==> src/rtl/ordered_merge_fsm_pkg.sv <==
// Shared definitions for the ordered merge controller: one-hot state encoding.
package ordered_merge_fsm_pkg;

  localparam int ST_W = 5;

  // One-hot state constants; any other encoding is treated as illegal.
  localparam logic [ST_W-1:0] ST_INIT      = 5'b00001;
  localparam logic [ST_W-1:0] ST_WAIT_DATA = 5'b00010;
  localparam logic [ST_W-1:0] ST_PUSH      = 5'b00100;
  localparam logic [ST_W-1:0] ST_OF_FULL   = 5'b01000;
  localparam logic [ST_W-1:0] ST_ERROR     = 5'b10000;

endpackage

==> src/rtl/ordered_merge_match.sv <==
// Head-index comparator and priority encoder for the ordered merge controller.
// A channel whose head equals the current index beats any channel holding the
// next index; within a class the lowest channel number wins.
module ordered_merge_match #(
  parameter int NUM_CH = 2,
  parameter int IDX_W  = 10,
  parameter int CH_W   = 3
) (
  input  logic [NUM_CH-1:0]       ch_mask,
  input  logic [NUM_CH-1:0]       ch_valid,
  input  logic [NUM_CH*IDX_W-1:0] ch_index_q,
  input  logic [IDX_W-1:0]        cur_index,
  output logic                    hit,
  output logic                    hit_inc,
  output logic [CH_W-1:0]         hit_ch
);

  logic [IDX_W-1:0]  nxt_index;
  logic [NUM_CH-1:0] live;
  logic [NUM_CH-1:0] eq_cur;
  logic [NUM_CH-1:0] eq_nxt;

  // Next index wraps naturally at 2**IDX_W.
  assign nxt_index = cur_index + IDX_W'(1);
  assign live      = ch_mask & ch_valid;

  // Per-channel compare against the current and the next output index.
  always_comb begin
    // NOTE: every variable written here gets a default first, so no path can infer a latch.
    eq_cur = '0;
    eq_nxt = '0;
    for (int c = 0; c < NUM_CH; c++) begin
      eq_cur[c] = live[c] && (ch_index_q[c*IDX_W +: IDX_W] == cur_index);
      eq_nxt[c] = live[c] && (ch_index_q[c*IDX_W +: IDX_W] == nxt_index);
    end
  end

  // Priority pick: scan high to low so the lowest matching channel is the last write.
  always_comb begin
    hit     = (|eq_cur) || (|eq_nxt);
    hit_inc = !(|eq_cur) && (|eq_nxt);
    hit_ch  = '0;
    if (|eq_cur) begin
      for (int c = NUM_CH-1; c >= 0; c--) begin
        if (eq_cur[c]) hit_ch = CH_W'(c);
      end
    end else begin
      for (int c = NUM_CH-1; c >= 0; c--) begin
        if (eq_nxt[c]) hit_ch = CH_W'(c);
      end
    end
  end

endmodule

==> src/rtl/ordered_merge_fsm.sv <==
// N-channel in-order merge controller. Pushes channel heads into a shared
// output FIFO in ascending field-index order, with backpressure, a soft
// clear, sticky order-error detection and a saturating push counter.
// All outputs decode from registered state only.
module ordered_merge_fsm
  import ordered_merge_fsm_pkg::*;
#(
  parameter int NUM_CH = 2,
  parameter int IDX_W  = 10,
  parameter int CH_W   = 3,
  parameter int CNT_W  = 16
) (
  input  logic                    clk,
  input  logic                    reset_n,
  input  logic                    soft_clr,
  input  logic [NUM_CH-1:0]       ch_mask,
  input  logic [NUM_CH-1:0]       ch_valid,
  input  logic [NUM_CH*IDX_W-1:0] ch_index_q,
  output logic [NUM_CH-1:0]       ch_accepted,
  output logic [NUM_CH-1:0]       ch_enable,
  input  logic                    out_fifo_full,
  output logic                    out_fifo_clr,
  output logic                    out_fifo_push,
  output logic [IDX_W-1:0]        out_index,
  output logic                    order_err,
  output logic [CNT_W-1:0]        push_count
);

  logic [ST_W-1:0]   state;
  logic [ST_W-1:0]   next_state;
  logic [CH_W-1:0]   sel;
  logic [CH_W-1:0]   next_sel;
  logic              inc;
  logic              next_inc;
  logic [1:0]        rst_sync;
  logic              run;
  logic              hit;
  logic              hit_inc;
  logic [CH_W-1:0]   hit_ch;
  logic              stall_err;
  logic [NUM_CH-1:0] sel_oh;

  ordered_merge_match #(
    .NUM_CH (NUM_CH),
    .IDX_W  (IDX_W),
    .CH_W   (CH_W)
  ) u_match (
    .ch_mask    (ch_mask),
    .ch_valid   (ch_valid),
    .ch_index_q (ch_index_q),
    .cur_index  (out_index),
    .hit        (hit),
    .hit_inc    (hit_inc),
    .hit_ch     (hit_ch)
  );

  // Deadlock: every participating channel shows a head, yet none is usable.
  assign stall_err = (ch_mask != '0) && ((ch_valid & ch_mask) == ch_mask);

  // Reset release synchroniser: the FSM leaves INIT only once run is high.
  always_ff @(posedge clk or negedge reset_n) begin
    // NOTE: sequential state uses non-blocking assignments only.
    if (!reset_n) rst_sync <= 2'b00;
    else          rst_sync <= {rst_sync[0], 1'b1};
  end

  assign run = rst_sync[1];

  // State, selected channel and increment flag registers.
  always_ff @(posedge clk or negedge reset_n) begin
    if (!reset_n) begin
      state <= ST_INIT;
      sel   <= '0;
      inc   <= 1'b0;
    end else begin
      state <= next_state;
      sel   <= next_sel;
      inc   <= next_inc;
    end
  end

  // Next-state logic; soft_clr overrides every other transition.
  always_comb begin
    next_state = state;
    next_sel   = sel;
    next_inc   = inc;
    case (state)
      ST_INIT: begin
        if (run) next_state = ST_WAIT_DATA;
      end
      ST_WAIT_DATA: begin
        if (!hit && stall_err) begin
          next_state = ST_ERROR;
        end else if (hit) begin
          next_sel   = hit_ch;
          next_inc   = hit_inc;
          next_state = out_fifo_full ? ST_OF_FULL : ST_PUSH;
        end
      end
      ST_OF_FULL: begin
        if (!out_fifo_full) next_state = ST_PUSH;
      end
      ST_PUSH:  next_state = ST_WAIT_DATA;
      ST_ERROR: next_state = ST_ERROR;
      default:  next_state = ST_INIT;
    endcase
    if (soft_clr) next_state = ST_INIT;
  end

  // Output index and saturating push counter, cleared while in INIT.
  always_ff @(posedge clk or negedge reset_n) begin
    if (!reset_n) begin
      out_index  <= '0;
      push_count <= '0;
    end else if (state == ST_INIT) begin
      out_index  <= '0;
      push_count <= '0;
    end else if (state == ST_PUSH) begin
      if (inc) out_index <= out_index + IDX_W'(1);
      if (push_count != '1) push_count <= push_count + CNT_W'(1);
    end
  end

  // One-hot decode of the latched channel select.
  always_comb begin
    sel_oh = '0;
    for (int c = 0; c < NUM_CH; c++) begin
      sel_oh[c] = (sel == CH_W'(c));
    end
  end

  assign out_fifo_push = (state == ST_PUSH);
  assign ch_enable     = out_fifo_push ? sel_oh : '0;
  assign ch_accepted   = out_fifo_push ? sel_oh : '0;
  assign out_fifo_clr  = run && (state == ST_INIT);
  assign order_err     = (state == ST_ERROR);

endmodule

==> config.mk <==
export PLATFORM = sky130hd
export DESIGN_NAME = ordered_merge_fsm
export DESIGN_NICKNAME = d
export VERILOG_FILES = /design/src/rtl/ordered_merge_fsm_pkg.sv /design/src/rtl/ordered_merge_match.sv /design/src/rtl/ordered_merge_fsm.sv
export SDC_FILE = /design/constraint.sdc
export NUM_CORES = 1
export LEC_CHECK = 0
export ABC_AREA = 1
export BUFFER_PORTS_ARGS = -buffer_cell sky130_fd_sc_hd__buf_2
export CORE_ASPECT_RATIO = 1.25
export CORE_MARGIN = 2
export CORE_UTILIZATION = 30
export DETAILED_ROUTE_END_ITERATION = 8
export REMOVE_ABC_BUFFERS = 1
export SYNTH_ARGS = -nofsm -noshare
export SYNTH_HDL_FRONTEND = slang
export SYNTH_SLANG_ARGS = --single-unit
==> constraint.sdc <==
create_clock -name clk -period 3.7 [get_ports clk]
set_input_delay 0.74 -clock clk [delete_from_list [all_inputs] [get_ports clk]]
set_output_delay 0.74 -clock clk [all_outputs]
set_load 0.01 [all_outputs]
# Word-level counts from Yosys, hierarchy flattened
# Cells that the tools add are included.
[totals]
ff_bits = 37
latchBits = 0
ramBits = 0
romBits = 0
in_bits = 28
output_inout_bits = 33
wordCells = 66
memories = 0
[classes]
add_sub_neg = 2
multipliers = 0
n_div = 0
magnitude_cmp = 0
eq_ne = 15
shift = 0
muxes = 19
n_bitwise = 2
n_reduce_logical = 22
[ops]
columns = ["cell", "count"]
rows = [
  ["$mux W16", 3],
  ["$eq A10 B10 Y1", 4],
  ["$mux W10", 3],
  ["$mux W5", 5],
  ["$pmux W5 S5", 1],
  ["$add A16 B1 Y16 const B", 1],
  ["$ne A16 B16 Y1 const B", 1],
  ["$add A10 B1 Y10 const B", 1],
  ["$logic_and A1 B1 Y1", 8],
  ["$reduce_bool A2 Y1", 4],
  ["$ne A3 B3 Y1 const B", 2],
  ["$reduce_and A3 Y1", 2],
  ["$eq A5 B1 Y1 const B", 1],
  ["$eq A5 B2 Y1 const B", 1],
  ["$eq A5 B3 Y1 const B", 1],
  ["$eq A5 B4 Y1 const B", 1],
  ["$eq A5 B5 Y1 const B", 1],
  ["$mux W1", 4],
  ["$mux W4", 1],
  ["$ne A4 B4 Y1 const B", 1],
  ["$reduce_and A2 Y1", 2],
  ["$reduce_or A2 Y1", 2],
  ["$eq A3 B1 Y1 const B", 1],
  ["$logic_not A3 Y1", 1],
  ["7 further kinds", 8],
]

# Depth between registers and ports, before layout
# Gate-level depths: netlist (run 1).
[depth]
ltp_word = 10
mapped_depth = 16
mapped_depth_nobuf = 16

# Modules after synthesis
# From an unflattened synthesis (run 1), not the netlist that was laid out.
[hier_totals]
cells_unflattened = 485
area_unflattened_um2 = 3050.4
[by_module_without_submodules]
columns = ["module", "n_inst", "cells_each", "area_per_inst_um2", "seq_area_each_um2"]
rows = [
  ["ordered_merge_fsm", 1, 306, 2210.9, 927.1],
  ["ordered_merge_match", 1, 179, 839.6, 0.0],
]

# Least setup slack after synthesis (run 1)
# OpenSTA, ideal clock, no wires.
[synth_timing]
path_kind = "flip-flop to output port"
start = "reg state[0]"
end = "out out_fifo_clr"
arrival_time_ps = 1513
required_ps = 2960
slack_ps = 1447
path_stages_with_launch = 6
path_buffers = 1
path_cell_list = "dfstp_2 inv_1 nor4_4 inv_1 clkbuf_1 nor2_1"
[synth_between]
elab_chain_cells = 2
[synth_rtl]
columns = ["item", "line_no", "rtl"]
rows = [
  ["start: declaration", "ordered_merge_fsm.sv:29", "logic [ST_W-1:0] state;"],
  ["start signal: assignment", "ordered_merge_fsm.sv:76", "state <= next_state;"],
  ["$eq A5 B1 Y1", "ordered_merge_fsm.sv:135", "assign out_fifo_clr = run && (state == ST_INIT);"],
  ["$logic_and A1 B1 Y1", "ordered_merge_fsm.sv:135", ""],
  ["end: declaration", "ordered_merge_fsm.sv:22", "output logic out_fifo_clr,"],
]
# No other way between the ends.

# Final worst setup path (run 1)
# Same ends and word-level chain as after synthesis.

==> results_dict.tcl, run 1 <==
set metrics [dict create \
    status "complete, no violations" \
    cts_tree "built" \
    diodes 0 \
    gp_congestion 0.878 \
    initial_utilization_pct 30.8 \
    drive_gt1_share_pct 17.3 \
    first_iter_violations 183 \
    clock_latency_ns 0.28 \
    synth_cell_types 39 \
    netlist_top_cells_count "nand2_1, inv_1, nor2_1" \
    cts_inserted_buffers 5 \
    ys_top_cells_by_area "dfrtp_1, nand2_1, inv_1, nor2_1, nand3_1" \
    finalSetupTns_ns 0 \
    synth.top_cell.area_share_pct 31.7 \
    fmax_ghz 0.350 \
    area_delta_synth_final_pct 18.9 \
    finalNetCount 515 \
    num_vias 2829 \
    clock_skew_ns 0.00689 \
    crit_buf_inv 3 \
    switching_share_pct 34.8 \
    core-area_um2 8700 \
    grt-ovfl-total 0 \
    io_pins 61 \
    yosys_warnings 0 \
    cp-end-kind "output pin" \
    fin_area_um2 3190 \
    fp.dieH_um 110 \
    p_int_uw 640 \
    path_delay_family "simple AND/OR/NAND/NOR gates" \
    synth_cells 424 \
    synth-main-ff-cell "dfrtp_1" \
    grt_antenna_before_repair 0 \
    clk_path_buf_depth 2 \
    async_flop_share_pct 100 \
    rows 38 \
    p_sw_uw 342 \
    final_core_util_pct 36.7 \
    max_stage_delay_ns 0.55 \
    power.share.combinational_pct 27.3 \
    p_leak_nw 1.69 \
    syn_area_per_cell_um2 6.33 \
    port_buffers 60 \
    relSlewSlack_pct 37.8 \
    ys_seq_area_share_pct 32.7 \
    powerDensity_nw_per_um2 307 \
    yosysMostFrequentCell "nand2_1" \
    ff2ff_setup_slack_ns 1.22 \
    period_minus_slack_ns 2.86 \
    final-setup-viol-count 0 \
    critPathSlowestCell "nor4_4" \
    r2r_cells 14 \
    vias_per_cell 4.67 \
    drv_slew 0 \
    hold_class "register to register" \
    crit_required_ns 2.96 \
    syn_area_um2 2680 \
    ir_worst_vdd_mv 0.136 \
    dp.final_hpwl_mm 5.79 \
    maxCapViolations 0 \
    drt_pass1_iterations 5 \
    dieArea_um2 9720 \
    die_w_um 88.6 \
    hold_violations 0 \
    wirelength_mm 7.23 \
    critPathKind "register to output pin" \
    grt_pass1_vias 2566 \
    crit_path_cell_trace "inv_1 -> nor4_4 -> inv_1 -> nor2_1 -> buf_2" \
    cp.depth 5 \
    start_kind "register" \
    clkTransAtPathRegs_ns 0.07 \
    grt_max_degree 36 \
    crit_path_frequent_cell "inv_1" \
    synth_top_cell_by_area "dfrtp_1" \
    ys_ff_latch 35 \
    cts_hold_buf 0 \
    power_frac_seq_pct 43.0 \
    crit_arrival_ns 2.12 \
    tightest_slew_ns 0.925 \
    period_share_pct 77.2 \
    htree_levels 2 \
    cts_sinks 35 \
    rsz0062_at_grt "false" \
    whs_ns 0.358 \
    routedWlPerCell_um 11.9 \
    drc 0 \
    p_clk_share_pct 29.7 \
    min_delay_path_depth 0 \
    grt_pass1_wl_mm 12.0 \
    grt_use_total_pct 15.7 \
    path_max_fanout 15 \
    antenna_left 0 \
    synth_edf_count 0 \
    dpl_cell_area_um2 3100 \
    postCtsSetupBuffers 0 \
    ctsResizeCount 0 \
    n_fill_cell 939 \
    clock-root-buffer "clkbuf_8" \
]
-- stage by stage --
step	cells	setup slack [ns]	power, mW
finish	606	0.843	0.981
global route	606	0.611	1.05
CTS	606	0.835	0.988
detailed placement	598	1.14	0.697
global placement	598	1.18	0.694
floorplan	418	1.51	0.606
-- layer usage --
| metal | wire length (um) | track usage [%] | share of wire (%) | vias up |
|---|---|---|---|---|
| met5 | 0 | 0 | 0 | - |
| met4 | 98 | 4.87 | 1.4 | 0 |
| met3 | 357 | 2.03 | 4.9 | 6 |
| met2 | 3520 | 26.7 | 49 | 73 |
| met1 | 3250 | 20.7 | 45 | 1294 |
| li1 | - | - | - | 1456 |
-- cell type report --
| class | instances | area (um2) | area share [%] |
|---|---|---|---|
| Multi-Input combinational cell | 305 | 1480 | 46.4 |
| Sequential cell | 35 | 877 | 27.5 |
| Inverter | 78 | 293 | 9.17 |
| Clock inverter | 1 | 5.00 | 0.157 |
| Clock buffer | 7 | 86.3 | 2.70 |
| Timing Repair Buffer | 60 | 300 | 9.41 |
| Tap cell | 120 | 150 | 4.70 |
-- final timing paths --
kind	endpoint	from
setup / recovery	out_fifo_clr	state[0]
hold / removal	rst_sync[1]	rst_sync[0]
setup reg to reg	sel[0]	out_index[0]
hold reg to reg	rst_sync[1]	rst_sync[0]
max in group asynchronous	state[3]	reset_n
min in group asynchronous	out_index[4]	reset_n
-- cell usage in the layout, fill, tap and decap left out, types with 4 or more instances in the layout --
master      n
nor3_1     15
a21oi_1    17
nor2_1     51
clkbuf_8    6
o22ai_1     4
dfrtp_1    34
buf_2      60
o21ai_0    18
nand3_1    37
inv_1      77
xnor2_1     7
nand2_1   118
nand4_1     6
-- logic make-up (layout without fill, tap and decap cells) --
logic type / after synthesis / after routing / synth area share (%)
adders and majority gates: 2 / 2 / 0.932
xor gates and xnor gates: 10 / 10 / 3.26
and+or+nand+nor: 247 / 247 / 41.7
buffers and inverters: 84 / 146 / 12.2
DFF: 35 / 35 / 32.7
other: 1 / 1 / 0.140
AOI/OAI and AO/OA: 45 / 45 / 9.14
-- power groups by stage --
stage          logic [mW]  clock network, mW  registers [mW]
6_report            0.268              0.291           0.422
3_5_place_dp        0.267                  0           0.430
2_1_floorplan       0.174                  0           0.432
3_3_place_gp        0.265                  0           0.429
5_1_grt             0.308              0.315           0.425
4_1_cts             0.269              0.296           0.423
-- state kept, by name, summed over array words and instances (netlist names) --
signal,cells
push_count,16
out_index,10
rst_sync,2
state,5
inc,1
sel,1
(Power assumes the default switching activity.)
==> inputs of run 2 (changes only) <==
--- a/config.mk
+++ b/config.mk
@@ -5,7 +5,7 @@
 export SDC_FILE = /design/constraint.sdc
 export NUM_CORES = 1
 export LEC_CHECK = 0
-export ABC_AREA = 1
+export ABC_AREA = 0
 export BUFFER_PORTS_ARGS = -buffer_cell sky130_fd_sc_hd__buf_2
 export CORE_ASPECT_RATIO = 1.25
 export CORE_MARGIN = 2
==> constraint.sdc (replaced) <==
create_clock -name clk -period 2.95 [get_ports clk]
set_input_delay 0.59 -clock clk [delete_from_list [all_inputs] [get_ports clk]]
set_output_delay 0.59 -clock clk [all_outputs]
set_load 0.01 [all_outputs]
==> results_dict.tcl, run 2 <==
set metrics [dict create \
    syn_area_per_cell_um2 8.78 \
    initial_utilization_pct 30.8 \
    grt_max_degree 36 \
    syn_area_um2 2520 \
    yosys_warnings 0 \
    period_minus_slack_ns 2.56 \
    grt-ovfl-total 0 \
    num_vias 2273 \
    synth_cell_types 54 \
    n_fill_cell 856 \
    die_w_um 86.0 \
    clock_skew_ns 0.00888 \
    max_stage_delay_ns 0.52 \
    maxCapViolations 0 \
    crit_buf_inv 0 \
    switching_share_pct 27.6 \
    clock-root-buffer "clkbuf_8" \
    path_delay_family "simple AND/OR/NAND/NOR gates" \
    grt_pass1_vias 2163 \
    dp.final_hpwl_mm 4.88 \
    synth_edf_count 0 \
    path_max_fanout 10 \
    io_pins 61 \
    ff2ff_setup_slack_ns 0.39 \
    async_flop_share_pct 100 \
    grt_use_total_pct 14.6 \
    gp_congestion 0.838 \
    critPathSlowestCell "dfrtp_1" \
    layout_commonest_cell "buf_2" \
    ys_top_cells_by_area "dfrtp_1, xor2_1, xnor2_1, nor2_1, o21ai_0" \
    ctsResizeCount 0 \
    synth_cells 287 \
    pre_cts_ws_ns 0.395 \
    diodes 0 \
    hold_violations 0 \
    start_kind "register" \
    routedWlPerCell_um 14.7 \
    rsz0062_at_grt "false" \
    fp.dieH_um 106 \
    grt_antenna_before_repair 0 \
    r2r_start "out_index[0]" \
    powerDensity_nw_per_um2 329 \
    port_buffers 60 \
    crit_required_ns 3.12 \
    fmax_ghz 0.391 \
    htree_levels 2 \
    holdPathEnd "rst_sync[1]" \
    timing.rr.end "state[4]" \
    antenna_left 0 \
    clk_path_buf_depth 2 \
    regArea_um2 877 \
    yosysMostFrequentCell "dfrtp_1" \
    wirelength_mm 6.42 \
    relSlewSlack_pct 46.2 \
    crit_path_frequent_cell "and3_4" \
    status "complete, no violations" \
    postCtsSetupBuffers 0 \
    cts_inserted_buffers 5 \
    drc 0 \
    largest_reg_flops 16 \
    dieArea_um2 9160 \
    min-delay-start "rst_sync[0]" \
    hold_class "register to register" \
    p_leak_nw 1.33 \
    clkTransAtPathRegs_ns 0.08 \
    finalNetCount 370 \
    regMostFlops "push_count" \
    power_frac_seq_pct 50.7 \
    drive_gt1_share_pct 24.6 \
    period_share_pct 86.7 \
    critPathKind "register to register" \
    core-area_um2 8190 \
    layout_common_cells "buf_2, dfrtp_1, nor2_1, xor2_1, nand2_1" \
    crit_arrival_ns 2.73 \
    finalSetupTns_ns 0 \
    final-setup-viol-count 0 \
    power.share.combinational_pct 13.9 \
    grt_pass1_wl_mm 10.6 \
    drt_pass1_iterations 4 \
    clock_latency_ns 0.28 \
    r2r_cells 8 \
    tightest_slew_ns 0.807 \
    synth.top_cell.area_share_pct 33.7 \
    crit_path_cell_trace "ha_1 -> and3_4 -> and3_4 -> mux2_2 -> nor2_1 -> o2111ai_1 -> nor2b_2 -> a22o_1" \
    cts_sinks 35 \
    largest_registers "push_count: 16 flops, out_index: 10 flops, state: 5 flops" \
    synth_top_cell_by_area "dfrtp_1" \
    p_clk_share_pct 35.4 \
    min_delay_path_depth 0 \
    p_int_uw 701 \
    ir_worst_vdd_mv 0.151 \
    multiInputGateArea_um2 1520 \
    first_iter_violations 109 \
    p_sw_uw 267 \
    drv_slew 0 \
    cp-end-kind "register" \
    vias_per_cell 5.19 \
    rows 37 \
    area_delta_synth_final_pct 16.7 \
    netlist_top_cells_count "dfrtp_1, nor2_1, xor2_1" \
    ys_seq_area_share_pct 34.8 \
    cts_tree "built" \
    cts_hold_buf 0 \
    ys_ff_latch 35 \
    synth-main-ff-cell "dfrtp_1" \
    finalWorstSetupSlack_ns 0.392 \
]
## run 2: cell count changes after synthesis, moves of 7 or more
cell	delta
nor2_1	-25
inv_1	-70
nor3_1	-10
xnor2_1	+11
nand4_1	+7
xor2_1	+23
or3_1	+8
nand2_1	-94
nand3_1	-25
## run 2: power by group through the flow
stage / combinational, mW / sequential [mW] / clock [mW]
after floorplan: 0.0726 / 0.499 / 0
after global placement: 0.137 / 0.500 / 0
after detailed placement: 0.138 / 0.500 / 0
after CTS: 0.138 / 0.491 / 0.361
after global routing: 0.151 / 0.492 / 0.377
final: 0.135 / 0.491 / 0.343
## run 2: cells by family (layout without fill, tap and decap cells)
group / count (synthesis) / count (layout) / share of synthesized area (%)
compound gates: 47 / 47 / 11.4
xor+xnor: 44 / 44 / 15.3
fa+ha+maj: 2 / 2 / 0.992
buf+inv: 22 / 76 / 4.76
flops: 35 / 35 / 34.8
mux: 4 / 4 / 1.64
other cells: 1 / 1 / 0.149
simple gates: 132 / 132 / 31.0
## run 2: worst max path at each step
stage            startpoint        to  slack, ns  cells past startpoint
4_1_cts        out_index[0]  state[4]       0.40                      8
3_3_place_gp   out_index[0]  state[1]       0.55                      8
5_1_grt        out_index[0]  state[4]       0.22                      8
3_5_place_dp   out_index[0]  state[4]       0.39                      8
6_report       out_index[0]  state[4]       0.39                      8
2_1_floorplan  out_index[0]  state[1]       0.65                      8
## run 2: area by class of cell
type | count | area share, %
inverter | 7 | 0.893
multi-input combinational | 230 | 51.8
clock inverter | 2 | 0.425
sequential | 35 | 29.8
clock buffer | 6 | 2.47
timing repair buffer | 61 | 10.5
tap | 97 | 4.13
## run 2: metrics by stage
step	instances	total power, mW	area [um2]	util [%]	hold slack (ns)
2_1_floorplan	272	0.571	2430	-	0.294
3_3_place_gp	430	0.637	2860	34.9	0.332
3_5_place_dp	430	0.638	2860	34.9	0.336
4_1_cts	438	0.990	2940	35.9	0.361
5_1_grt	438	1.02	2940	35.9	0.368
6_report	438	0.968	2940	35.9	0.355
## run 2: per-layer routing
| metal | share of wire, % | global-route usage [%] | up-vias |
|---|---|---|---|
| met5 | 0 | 0 | - |
| met4 | 1.8 | 5.33 | 0 |
| met3 | 4.2 | 2.41 | 10 |
| met2 | 50 | 24.9 | 64 |
| met1 | 44 | 18.4 | 1074 |
| li1 | - | - | 1125 |
